<file path="config.mk">
export PLATFORM = sky130hd
export DESIGN_NAME = hv_binarize_collector
export DESIGN_NICKNAME = d
export VERILOG_FILES = /design/src/rtl/hd_pkg.sv /design/src/rtl/hv_sync_fifo.sv /design/src/rtl/hv_binarize_collector.sv
export SDC_FILE = /design/constraint.sdc
export NUM_CORES = 1
export LEC_CHECK = 0
export CORE_ASPECT_RATIO = 1.75
export CORE_MARGIN = 3
export CORE_UTILIZATION = 40
export DETAILED_ROUTE_END_ITERATION = 6
export PLACE_DENSITY = 0.77
export SETUP_SLACK_MARGIN = 0.5
export SLEW_MARGIN = 0
export SYNTH_ARGS = -nofsm -noshare
export SYNTH_HDL_FRONTEND = slang
export SYNTH_SLANG_ARGS = --single-unit
</file>
<file path="constraint.sdc">
create_clock -name clk -period 6.3 [get_ports clk]
set_clock_uncertainty 0.15 [all_clocks]
set_input_delay 0.63 -clock clk [delete_from_list [all_inputs] [get_ports clk]]
set_output_delay 0.63 -clock clk [all_outputs]
set_load 0.02 [all_outputs]
</file>
<file path="src/rtl/hd_pkg.sv">
// ---------------------------------------------------------------------------
// hd_pkg
// Shared definitions for the hyperdimensional encode / search datapath.
// Holds the hypervector geometry constants, the word and address types that
// travel between stages, and the state encoding of the binarize collector.
// No ports; imported by the collector and by the search stage.
// ---------------------------------------------------------------------------
package hd_pkg;

    localparam int DHV_SIZE     = 4000;
    localparam int DIV_SIZE     = 512;
    localparam int HV_WORD_BITS = 16;
    localparam int HV_NUM_WORDS = 250;

    typedef logic [15:0] hv_word_t;
    typedef logic [7:0]  hv_addr_t;

    typedef enum logic [1:0] {
        IDLE    = 2'd0,
        COLLECT = 2'd1,
        DRAIN   = 2'd2
    } collector_state_t;

endpackage

</file>
<file path="src/rtl/hv_sync_fifo.sv">
// ---------------------------------------------------------------------------
// hv_sync_fifo
// Synchronous show-ahead FIFO. The head entry is presented on rdata_o
// whenever empty_o is low, and it is consumed by pop_i on the next edge.
// A push into a full FIFO is accepted only when a pop happens on the same
// edge; otherwise it is ignored, and the caller detects the drop from full_o.
// flush_i empties the FIFO and takes priority over push and pop.
//
// Ports:
//   clk       clock, all logic on posedge
//   reset_in  synchronous active-high reset
//   flush_i   discard all entries
//   push_i    write wdata_i
//   wdata_i   entry to write
//   pop_i     consume the head entry
//   rdata_o   head entry (only meaningful while empty_o is low)
//   full_o    DEPTH entries held
//   empty_o   no entries held
// ---------------------------------------------------------------------------
module hv_sync_fifo #(
    parameter int WIDTH = 25,
    parameter int DEPTH = 4
) (
    input  logic             clk,
    input  logic             reset_in,
    input  logic             flush_i,
    input  logic             push_i,
    input  logic [WIDTH-1:0] wdata_i,
    input  logic             pop_i,
    output logic [WIDTH-1:0] rdata_o,
    output logic             full_o,
    output logic             empty_o
);

    localparam int PtrW = (DEPTH > 1) ? $clog2(DEPTH) : 1;
    localparam int CntW = PtrW + 1;

    logic [WIDTH-1:0] mem_q [DEPTH];
    logic [PtrW-1:0]  wrPtr_q, rdPtr_q;
    logic [CntW-1:0]  count_q;
    logic             doPush, doPop;

    assign full_o  = (count_q == CntW'(DEPTH));
    assign empty_o = (count_q == '0);
    assign rdata_o = mem_q[rdPtr_q];

    // A full FIFO still takes a push when the head leaves on the same edge.
    assign doPop  = pop_i && !empty_o;
    assign doPush = push_i && (!full_o || doPop);

    // Pointers and occupancy; DEPTH is a power of two so pointers wrap freely.
    always_ff @(posedge clk) begin
        if (reset_in || flush_i) begin
            wrPtr_q <= '0;
            rdPtr_q <= '0;
            count_q <= '0;
        end else begin
            if (doPush) wrPtr_q <= wrPtr_q + 1'b1;
            if (doPop)  rdPtr_q <= rdPtr_q + 1'b1;
            case ({doPush, doPop})
                2'b10:   count_q <= count_q + 1'b1;
                2'b01:   count_q <= count_q - 1'b1;
                default: count_q <= count_q;
            endcase
        end
    end

    // Storage is not reset; the empty flag keeps stale entries invisible.
    always_ff @(posedge clk) begin
        if (doPush) mem_q[wrPtr_q] <= wdata_i;
    end

endmodule

</file>
<file path="src/rtl/hv_binarize_collector.sv">
// ---------------------------------------------------------------------------
// hv_binarize_collector
// Captures NUM_LANES signed lane accumulations on each chunk-done pulse,
// sign-binarizes them against THRESH into one hypervector word, tags the word
// with its address and a last flag, and buffers it for the associative-search
// stage. Also keeps the running ones-count of the hypervector and pulses
// hv_done once a complete sample has drained.
//
// Ports:
//   clk           clock, all logic on posedge
//   reset_in      synchronous active-high reset
//   start         one-cycle pulse, begins (or restarts) a sample
//   sums_valid    one-cycle pulse, lane_sums valid
//   lane_sums     packed signed lane sums, lane i at [i*ACC_WIDTH +: ACC_WIDTH]
//   hv_valid      FIFO head valid
//   hv_ready      downstream accepts the head
//   hv_data       binarized word, bit i = lane i
//   hv_addr       word index of the head
//   hv_last       head is the final word of the sample
//   hv_ones       running count of 1 bits in words pushed this sample
//   hv_done       one-cycle pulse when the sample is fully drained
//   busy          high while collecting or draining
//   err_overflow  sticky, a word was dropped because the FIFO was full
//   err_extra     sticky, sums_valid arrived while not collecting
// ---------------------------------------------------------------------------
module hv_binarize_collector #(
    parameter int NUM_LANES         = 16,
    parameter int ACC_WIDTH         = 16,
    parameter int NUM_WORDS         = 250,
    parameter int ADDR_WIDTH        = 8,
    parameter int FIFO_DEPTH        = 4,
    parameter int signed THRESH     = 0
) (
    input  logic                           clk,
    input  logic                           reset_in,
    input  logic                           start,
    input  logic                           sums_valid,
    input  logic [NUM_LANES*ACC_WIDTH-1:0] lane_sums,
    output logic                           hv_valid,
    input  logic                           hv_ready,
    output logic [NUM_LANES-1:0]           hv_data,
    output logic [ADDR_WIDTH-1:0]          hv_addr,
    output logic                           hv_last,
    output logic [11:0]                    hv_ones,
    output logic                           hv_done,
    output logic                           busy,
    output logic                           err_overflow,
    output logic                           err_extra
);

    import hd_pkg::*;

    localparam int EntryW = NUM_LANES + ADDR_WIDTH + 1;
    localparam int PcW    = $clog2(NUM_LANES + 1);
    localparam logic signed [ACC_WIDTH-1:0] ThreshS  = ACC_WIDTH'(THRESH);
    localparam logic [ADDR_WIDTH-1:0]       LastAddr = ADDR_WIDTH'(NUM_WORDS - 1);

    collector_state_t        state_q, state_d;
    logic [ADDR_WIDTH-1:0]   wordCnt_q, wordCnt_d;
    logic [11:0]             hvOnes_q, hvOnes_d;
    logic                    errOverflow_q, errOverflow_d;
    logic                    errExtra_q, errExtra_d;
    logic                    done_q, done_d;

    logic [NUM_LANES-1:0]    binWord;
    logic [PcW-1:0]          popCnt;
    logic                    pushReq, flushReq, hvPop, pushOk;
    logic                    fifoFull, fifoEmpty;
    logic [EntryW-1:0]       fifoWdata, fifoRdata;

    // Sign-binarize every lane and count the resulting ones in one pass.
    always_comb begin
        binWord = '0;
        popCnt  = '0;
        for (int i = 0; i < NUM_LANES; i++) begin
            binWord[i] = ($signed(lane_sums[i*ACC_WIDTH +: ACC_WIDTH]) >= ThreshS);
            popCnt     = popCnt + PcW'(binWord[i]);
        end
    end

    assign hvPop     = !fifoEmpty && hv_ready;
    assign pushOk    = !fifoFull || hvPop;
    assign fifoWdata = {binWord, wordCnt_q, (wordCnt_q == LastAddr)};

    // Sample control. start wins over everything in every state and silently
    // swallows a coincident sums_valid. A dropped word still advances the
    // address so that later words land at their true positions.
    always_comb begin
        state_d       = state_q;
        wordCnt_d     = wordCnt_q;
        hvOnes_d      = hvOnes_q;
        errOverflow_d = errOverflow_q;
        errExtra_d    = errExtra_q;
        done_d        = 1'b0;
        pushReq       = 1'b0;
        flushReq      = 1'b0;

        if (start) begin
            state_d       = COLLECT;
            wordCnt_d     = '0;
            hvOnes_d      = '0;
            errOverflow_d = 1'b0;
            errExtra_d    = 1'b0;
            flushReq      = 1'b1;
        end else begin
            case (state_q)
                IDLE: begin
                    if (sums_valid) errExtra_d = 1'b1;
                end
                COLLECT: begin
                    if (sums_valid) begin
                        pushReq   = 1'b1;
                        wordCnt_d = wordCnt_q + 1'b1;
                        if (pushOk) hvOnes_d      = hvOnes_q + 12'(popCnt);
                        else        errOverflow_d = 1'b1;
                        if (wordCnt_q == LastAddr) state_d = DRAIN;
                    end
                end
                DRAIN: begin
                    if (sums_valid) errExtra_d = 1'b1;
                    if (fifoEmpty) begin
                        state_d = IDLE;
                        done_d  = 1'b1;
                    end
                end
                default: state_d = IDLE;
            endcase
        end
    end

    // State registers; reset discards the sample without a done pulse.
    always_ff @(posedge clk) begin
        if (reset_in) begin
            state_q       <= IDLE;
            wordCnt_q     <= '0;
            hvOnes_q      <= '0;
            errOverflow_q <= 1'b0;
            errExtra_q    <= 1'b0;
            done_q        <= 1'b0;
        end else begin
            state_q       <= state_d;
            wordCnt_q     <= wordCnt_d;
            hvOnes_q      <= hvOnes_d;
            errOverflow_q <= errOverflow_d;
            errExtra_q    <= errExtra_d;
            done_q        <= done_d;
        end
    end

    hv_sync_fifo #(
        .WIDTH (EntryW),
        .DEPTH (FIFO_DEPTH)
    ) u_fifo (
        .clk      (clk),
        .reset_in (reset_in),
        .flush_i  (flushReq),
        .push_i   (pushReq),
        .wdata_i  (fifoWdata),
        .pop_i    (hvPop),
        .rdata_o  (fifoRdata),
        .full_o   (fifoFull),
        .empty_o  (fifoEmpty)
    );

    // Head fields are forced to zero while empty so unwritten storage never
    // leaks onto the outputs.
    assign hv_valid     = !fifoEmpty;
    assign hv_data      = fifoEmpty ? '0 : fifoRdata[EntryW-1 -: NUM_LANES];
    assign hv_addr      = fifoEmpty ? '0 : fifoRdata[ADDR_WIDTH:1];
    assign hv_last      = fifoEmpty ? 1'b0 : fifoRdata[0];
    assign hv_ones      = hvOnes_q;
    assign hv_done      = done_q;
    assign busy         = (state_q != IDLE);
    assign err_overflow = errOverflow_q;
    assign err_extra    = errExtra_q;

endmodule

</file>
After elaboration in Yosys (flattened, before gate mapping)
Memory sizes are Yosys's and may differ from the RTL's. A register that Yosys moved wholly into a read port is not among the register bits.
Index checks and enable logic that the tools add are counted.
Word-level totals
  register bits: 32
  ROM bits: 0
  output and inout bits: 42
  word-level logic and storage cells: 103
  memory bits (writable): 100
  latch bits: 0
  input bits: 261
  memories: 1
Memory list
  u_fifo.mem_q: depth 4, width 25, read ports 1, clocked after memory_dff 1, write ports 1, RTL line hv_sync_fifo.sv:38  | logic [WIDTH-1:0] mem_q [DEPTH];
Cells by class
  bitwise gates (word level): 3
  reduce and logical (&&, ||, !) cells: 21
  order comparisons: 16
  shift-type cells: 0
  multipliers: 0
  muxes and demuxes: 18
  eq/ne operators: 13
  divide/modulo/power cells: 0
  $add $sub $neg: 21
Operator list (count)
  $ge A16 B1 Y1 const B: 16
  $add A5 B1 Y5: 11
  $mux W16: 1
  $add A12 B5 Y12: 1
  $mux W2: 5
  $mux W1: 9
  $add A8 B1 Y8 const B: 1
  $eq A8 B8 Y1 const B: 1
  $mux W8: 1
  $reduce_and A4 Y1: 2
  $ne A2 B2 Y1 const B: 3
  $ne A3 B3 Y1 const B: 2
  $pmux W2 S3: 1
  $pmux W3 S2: 1
  $reduce_and A3 Y1: 2
  $add A4 B1 Y5: 1
  $add A2 B1 Y2 const B: 2
  $add A3 B1 Y4: 1
  $eq A2 B1 Y1 const B: 2
  $eq A2 B2 Y1 const B: 2
  $reduce_and A2 Y1: 2
  $reduce_bool A2 Y1: 2
  $reduce_or A2 Y1: 2
  $add A2 B1 Y3: 1
  other kinds (13): 20

Depth between registers and ports, before layout
  depth after elaboration: 17
  depth in mapped cells: 14
  gate-level depth less buffers: 13

By module
A second synthesis with hierarchy kept.
Unflattened totals
  cells, all modules: 414
  area, all modules: 5988.2 µm²
Modules (own cells, without submodules)
  hv_sync_fifo: sequential area each 3183.1 µm², cells an instance 187, times used 1, area each 4093.9 µm²
  hv_binarize_collector: sequential area each 500.5 µm², cells an instance 227, times used 1, area each 1894.3 µm²

Least setup slack after synthesis
No wires, ideal clock.
  kind: input-to-reg
  start: input lane_sums[175]
  end: register hvOnes_q[8] (netlist: hv_ones[8])
  buffers on the path: 1
  library setup time: 128 ps
  setup slack: 1618 ps
  data arrival time: 4405 ps
  stages: 14
  required time: 6022 ps
  cells stage by stage: clkbuf_1 fa_1 inv_1 fa_1 fa_1 inv_1 fa_1 fa_1 fa_1 nand2b_1 a21oi_1 o2111ai_1 xor2_1 nor2_1
Between the ends
  longest elaborated chain between the ends: 8
Ends and longest elaborated chain
  start: declaration: RTL line hv_binarize_collector.sv:38  | input logic [NUM_LANES*ACC_WIDTH-1:0] lane_sums,
  $ge A16 B1 Y1: RTL line hv_binarize_collector.sv:76  | binWord[i] = ($signed(lane_sums[i*ACC_WIDTH +: ACC_WIDTH]) >= ThreshS);
  $add A5 B1 Y5 (6 in a row): RTL line hv_binarize_collector.sv:77  | popCnt = popCnt + PcW'(binWord[i]);
  $add A12 B5 Y12: RTL line hv_binarize_collector.sv:114  | if (pushOk) hvOnes_d = hvOnes_q + 12'(popCnt);
  end signal: assignment: RTL line hv_binarize_collector.sv:143  | hvOnes_q <= hvOnes_d;
  end: declaration: RTL line hv_binarize_collector.sv:60  | logic [11:0] hvOnes_q, hvOnes_d;
No other way between the ends.
A chain may end at the register's enable or synchronous reset.

Final worst setup path
  start: input lane_sums[239]
  end: register hvOnes_q[10] (netlist: hv_ones[10])
Between the ends
  longest elaborated chain between the ends: 4
Ends and longest elaborated chain (RTL line)
  $ge A16 B1 Y1: hv_binarize_collector.sv:76
  $add A5 B1 Y5 (2 in a row): hv_binarize_collector.sv:77
  $add A12 B5 Y12: hv_binarize_collector.sv:114
No other way between the ends.

==> results.yml <==
status:
  outcome: "complete, no violations"
routing:
  ant_nets: 0
  num_vias: 3309
  routed_wirelength_um: 10800
  drtPass1Iterations: 4
  drtIter0Drc: 177
  wl_per_cell_um: 16.5
  drc_errors: 0
  via_per_inst: 5.04
placement:
  dpl.hpwl_um: 7360
  dp_cells: 624
  dpl_cell_area_mm2: 0.00663
  gp_congestion: 0.791
  port_buffers: 62
yosys:
  ys_seq_elements: 134
  synth_area_mm2: 0.00584
  syn_avg_cell_area_um2: 14.6
  synth_most_common_cell: "edfxtp_1"
  yosysUniqueCellTypes: 41
  yosysTopAreaCell: "edfxtp_1"
  synth_edf_count: 100
  synth-seq-area-share_pct: 63.1
  syn_nets: 690
  ys_top_cells_by_area: "edfxtp_1 (51%), dfxtp_1 (12%), mux4_2 (9.6%)"
  async_reset_ff_share_pct: 0
  syn_inst: 401
  synth_top_area_share_pct: 51.4
  ys_warn_count: 0
  yosys_most_used_dff: "edfxtp_1"
  synth_common_cells: "edfxtp_1 (100), inv_1 (40), dfxtp_1 (34), and2_1 (31), nor2_1 (30)"
setup_path:
  cp_data_required_time_ns: 6.43
  crit_type: "in2reg"
  crit_chain: "clkdlybuf4s50_1 -> fa_1 -> inv_1 -> fa_1 -> fa_1 -> inv_1 -> fa_1 -> fa_1 -> fa_1 -> nand2b_1 -> a21oi_1 -> o2111ai_1 -> xor2_1 -> nor2_1"
  rr_endpoint: "hv_ones[10]$_SDFFE_PP0P_"
  timing.rr.start: "hv_ones[0]$_SDFFE_PP0P_"
  crit_fanout: 4
  reg2reg_depth: 12
  cp-end-kind: "flop"
  cpPeakStageDelay_ns: 0.56
  cp_slowest_cell: "fa_1"
  r2r_setup_slack_ns: 1.86
  cpMostUsedCell: "fa_1"
  crit_arrival_ns: 5.09
  start_kind: "primary input"
power:
  p_per_area_mw_per_mm2: 287
  intPower_mw: 1.58
  seqPwrFrac_pct: 46.5
  clkPwrFrac_pct: 43.3
  p_comb_share_pct: 10.2
  peakVddDrop_mv: 0.231
  switching_power_mw: 0.474
  leakage_nw: 2.48
  switching_share_pct: 23.0
global_routing:
  grt_max_degree: 32
  grt-busiest-layer: "met2"
  overflow: 0
  groute.usage.overall_pct: 14.2
  grt_pass1_vias: 3557
  grt.met1_usage_pct: 15.8
  globalRouteMet3Util_pct: 4.37
  grt_antenna_before_repair: 0
  use_met2_pct: 25.4
  grt_first_pass_wirelength_um: 17900
clock_network:
  clk_path_buf_depth: 2
  cts_buffers: 17
  cts_resized: 0
  cts.sinks: 134
  cts_root_buf: "clkbuf_16"
  cts-htree-levels: 4
  clkSlewWorstSetupHoldPaths_ns: 0.06
  cts_tree: "built"
  clk_latency_ns: 0.41
  postCtsSetupBuffers: 0
  cts_hold_buffers: 0
final_layout:
  final_util_pct: 50.8
  n_antenna_cell: 0
  final_layout_size_suffix_gt1_share_pct: 13.2
  finalInstanceArea_mm2: 0.00717
  syn2layout_area_growth_pct: 22.8
  layoutNonFillerInstCount: 656
  fillers: 1173
  fin_nets: 755
floorplan:
  dieArea_mm2: 0.0161
  coreArea_mm2: 0.0141
  initial_utilization_pct: 41.4
  row_count: 57
  dieHeight_um: 166
  die_w_um: 97.3
  ios: 303
min_path:
  min_delay_path_depth: 2
  hold_class: "reg2reg"
  min-delay-start: "err_extra$_SDFFE_PP0P_"
  hold_end: "err_extra$_SDFFE_PP0P_"
timing:
  fin_crit_sh_pct: 78.8
  fin_tns_setup_ns: 0
  finalHoldViolCount: 0
  slew_violations: 0
  hold_ws_ns: 0.331
  fmax_mhz: 201
  setup_violations: 0
  min_period_ns: 4.96
  max_slew_margin_pct: 38.1
  worst-slew-pin-transition_ns: 0.928
  rsz0062_at_grt: "false"
run:
  max_cap_violations: 0
==> cell usage in the layout (no fill, tap or decap), types with 6 or more instances in the layout <==
master,count
and2_1,31
clkdlybuf4s50_1,62
edfxtp_1,100
dfxtp_1,33
or3_1,6
nand2_1,14
fa_1,13
clkbuf_16,17
ha_1,15
nor2_1,30
mux4_2,25
inv_1,40
a21oi_1,11
xor2_1,11
==> layout make-up <==
class	count	area [µm²]	share of cell area, %
sequential	134	3680	51.4
multi-input combinational	206	1910	26.7
timing repair buffer	67	658	9.18
clock buffer	18	429	5.99
tap	177	221	3.09
inverter	40	150	2.09
clock inverter	14	111	1.55
==> cells by family after synthesis <==
logic type | count (synthesis) | share of synthesized area [%]
buf+inv | 61 | 4.14
simple gates | 103 | 9.28
flops | 134 | 63.1
compound gates | 36 | 4.09
xor+xnor | 14 | 2.10
mux | 25 | 9.64
fa+ha+maj | 28 | 7.67
==> metal layers <==
layer  up-vias  part of all wire, %
met1      1638                   39
met5         -                    0
met3        18                  5.0
met2        80                   54
li1       1573                    -
met4         0                  2.1
==> power by group through the flow <==
| stage | Combinational, mW | Sequential (mW) | Clock (mW) |
|---|---|---|---|
| 2_1_floorplan | 0.146 | 0.976 | 0 |
| 3_3_place_gp | 0.198 | 0.975 | 0 |
| 3_5_place_dp | 0.212 | 0.976 | 0 |
| 4_1_cts | 0.215 | 0.957 | 0.909 |
| 5_1_grt | 0.244 | 0.958 | 0.947 |
| 6_report | 0.210 | 0.957 | 0.891 |
==> critical path: cells and delay by family <==
| family | cells | cell delay, ns |
|---|---|---|
| and+or+nand+nor | 2 | 0.25 |
| adders and majority gates | 6 | 2.98 |
| buffers and inverters | 3 | 0.61 |
| AOI/OAI and AO/OA | 2 | 0.46 |
| xor gates and xnor gates | 1 | 0.17 |
==> sequential cells by signal, summed over array words and instances, names as in the netlist, named ones only <==
name / flops
u_fifo.rdPtr_q: 2
wordCnt_q: 8
state_q: 2
err_extra: 1
hv_ones: 12
u_fifo.mem_q: 100
u_fifo.wrPtr_q: 2
u_fifo.count_q: 3
hv_done: 1
err_overflow: 1
==> metrics by stage <==
step,total power [mW],setup slack [ns]
finish,2.06,1.34
global route,2.15,1.16
CTS,2.08,1.32
detailed placement,1.19,0.908
global placement,1.17,0.991
floorplan,1.12,1.62
==> worst max-delay path by stage <==
stage / from / end / slack (ns) / cells past startpoint
5_1_grt: lane_sums[175] / hv_ones[10]$_SDFFE_PP0P_ / 1.16 / 14
3_3_place_gp: lane_sums[175] / hv_ones[8]$_SDFFE_PP0P_ / 0.99 / 14
4_1_cts: lane_sums[239] / hv_ones[10]$_SDFFE_PP0P_ / 1.32 / 14
6_report: lane_sums[239] / hv_ones[10]$_SDFFE_PP0P_ / 1.34 / 14
3_5_place_dp: lane_sums[239] / hv_ones[10]$_SDFFE_PP0P_ / 0.91 / 14
2_1_floorplan: lane_sums[175] / hv_ones[8]$_SDFFE_PP0P_ / 1.62 / 14
No activity file was read; power rests on OpenSTA's default activity.
==> RTL edit, RTL diff (same settings) <==
Change the parameter `NUM_WORDS` from 250 to 187.
--- a/src/rtl/hv_binarize_collector.sv
+++ b/src/rtl/hv_binarize_collector.sv
@@ -27,5 +27,5 @@
     parameter int NUM_LANES         = 16,
     parameter int ACC_WIDTH         = 16,
-    parameter int NUM_WORDS         = 250,
+    parameter int NUM_WORDS         = 187,
     parameter int ADDR_WIDTH        = 8,
     parameter int FIFO_DEPTH        = 4,
Function: no difference found for any inputs over 4 cycles, from zero or initial values and one cycle with reset_in high; that may be too few to reach the edited logic, so the function may still have changed.
==> RTL edit against the unedited design <==
Maximum frequency is 0.90% lower. Area after synthesis is 0.17% higher. Combinational power is 4% higher. Routed wire length is 2.3% higher. Hold slack worse by 0.0011 ns. First-iteration DRC count is 29% higher. Synthesized cell count is 0.75% higher. Design area is 1.8% higher. Clock power is 22% higher. Power is 9.8% higher. Sequential cell count stayed put. Global-route usage is 0.47 points higher. Worst setup slack worse by 0.045 ns.
==> RTL edit: results (changes against the unedited design) <==
[logic_synthesis]
synth_commonest_cells = edfxtp_1, inv_1, dfxtp_1
ys.flop_type = edfxtp_1
seq_area_frac_synth_pct = 63.0  ; -0.11 points
synth_fp_nets = 693  ; +0.43%
synth_cell_types = 40  ; -2.4%
synth_area_leaders = edfxtp_1, dfxtp_1, mux4_2
synth_edf_count = 100  ; unchanged
syn_inst = 404  ; +0.75%

[sta]
tightest_slew_ns = 1.07  ; +0.145 ns
holdWs_ns = 0.330  ; -0.00109 ns

[detailed_routing]
post-route-drc-count = 0  ; unchanged
routed_wl_microns = 11100  ; +2.3%
via_per_inst = 5.02  ; -0.51%
wl_met1_microns = 4240  ; about the same
wl_met3_microns = 442  ; -19%
ant_nets = 0  ; unchanged
highest_layer = met4
drtIter0Drc = 228  ; +29%

[clock_network]
clock_path_buffers = 2  ; unchanged

[setup_path]
cp_max_fo = 3  ; -1
r2r-start = hv_ones[0]$_SDFFE_PP0P_
worstRegToRegCells = 12  ; unchanged
arrival_ns = 5.13  ; +0.04 ns

[placed_design]
dp_cells = 626  ; +0.32%
dp_slack_ns = 0.905  ; -0.00330 ns
postPlaceCellArea_sq_mm = 0.00663  ; about the same
gp_congestion = 0.835  ; +5.5%
dp_hpwl_microns = 7530  ; +2.2%

[worst_hold_path]
hp-start = hv_ones[2]$_SDFFE_PP0P_
whs_endpoint = hv_ones[2]$_SDFFE_PP0P_

[global_route]
grt_first_pass_wirelength_microns = 18500  ; +3.7%
grt_use_met1_pct = 16.3  ; +0.46 points
met3_usage_pct = 2.86  ; -1.5 points
grt_use_met2_pct = 26.5  ; +1.1 points
grt_max_degree = 33  ; +3.1%
track_usage_pct = 14.7  ; +0.47 points

[cells_and_area]
fin_nets = 757  ; +0.26%
drive_gt1_share_pct = 14.3  ; +1.2 points
instances_no_fill = 658  ; +0.30%

[pwr]
p_leak_uw = 0.00251  ; +1.3%
vdd_drop_max_v = 0.000194  ; -16%

[run_status]
status = complete, no violations

[RTL edit: cells by family after synthesis]
logic type / count (synthesis) / synth area share, %
compound gates: 34 / 3.76
xor+xnor: 17 / 2.55
fa+ha+maj: 28 / 7.66
buf+inv: 68 / 4.64
flops: 134 / 63.0
mux: 25 / 9.63
simple gates: 98 / 8.79
[RTL edit: layout make-up]
type,instances,area [sq um]
multi-input combinational,202,1890
sequential,134,3680
tap,177,221
clock inverter,13,219
timing repair buffer,68,666
clock buffer,19,443
inverter,45,169
fill,1129,6830
[RTL edit: worst reg2reg max path, stage by stage (launching register included)]
cell,delay [ns]
dfxtp_1,0.35
fa_1,0.56
fa_1,0.43
fa_1,0.50
inv_1,0.06
fa_1,0.49
fa_1,0.49
fa_1,0.42
nor2b_1,0.18
o211ai_1,0.16
a211oi_4,0.32
a21bo_2,0.18
a21oi_1,0.05
[RTL edit: where the power goes]
group / switching [uW] / internal [uW] / total [uW]
combinational: 120 / 98.9 / 219
sequential: 4.49 / 953 / 957
clock: 367 / 719 / 1090
total: 491 / 1770 / 2260
[RTL edit: how the worst max path moves through the flow]
stage	from	to	slack, ns	cells past startpoint
after floorplan	lane_sums[175]	hv_ones[10]$_SDFFE_PP0P_	1.59	14
after global placement	lane_sums[239]	hv_ones[10]$_SDFFE_PP0P_	0.95	14
after detailed placement	lane_sums[239]	hv_ones[10]$_SDFFE_PP0P_	0.90	14
after CTS	lane_sums[239]	hv_ones[10]$_SDFFE_PP0P_	1.29	14
after global routing	lane_sums[239]	hv_ones[10]$_SDFFE_PP0P_	1.08	14
final	lane_sums[239]	hv_ones[10]$_SDFFE_PP0P_	1.29	14
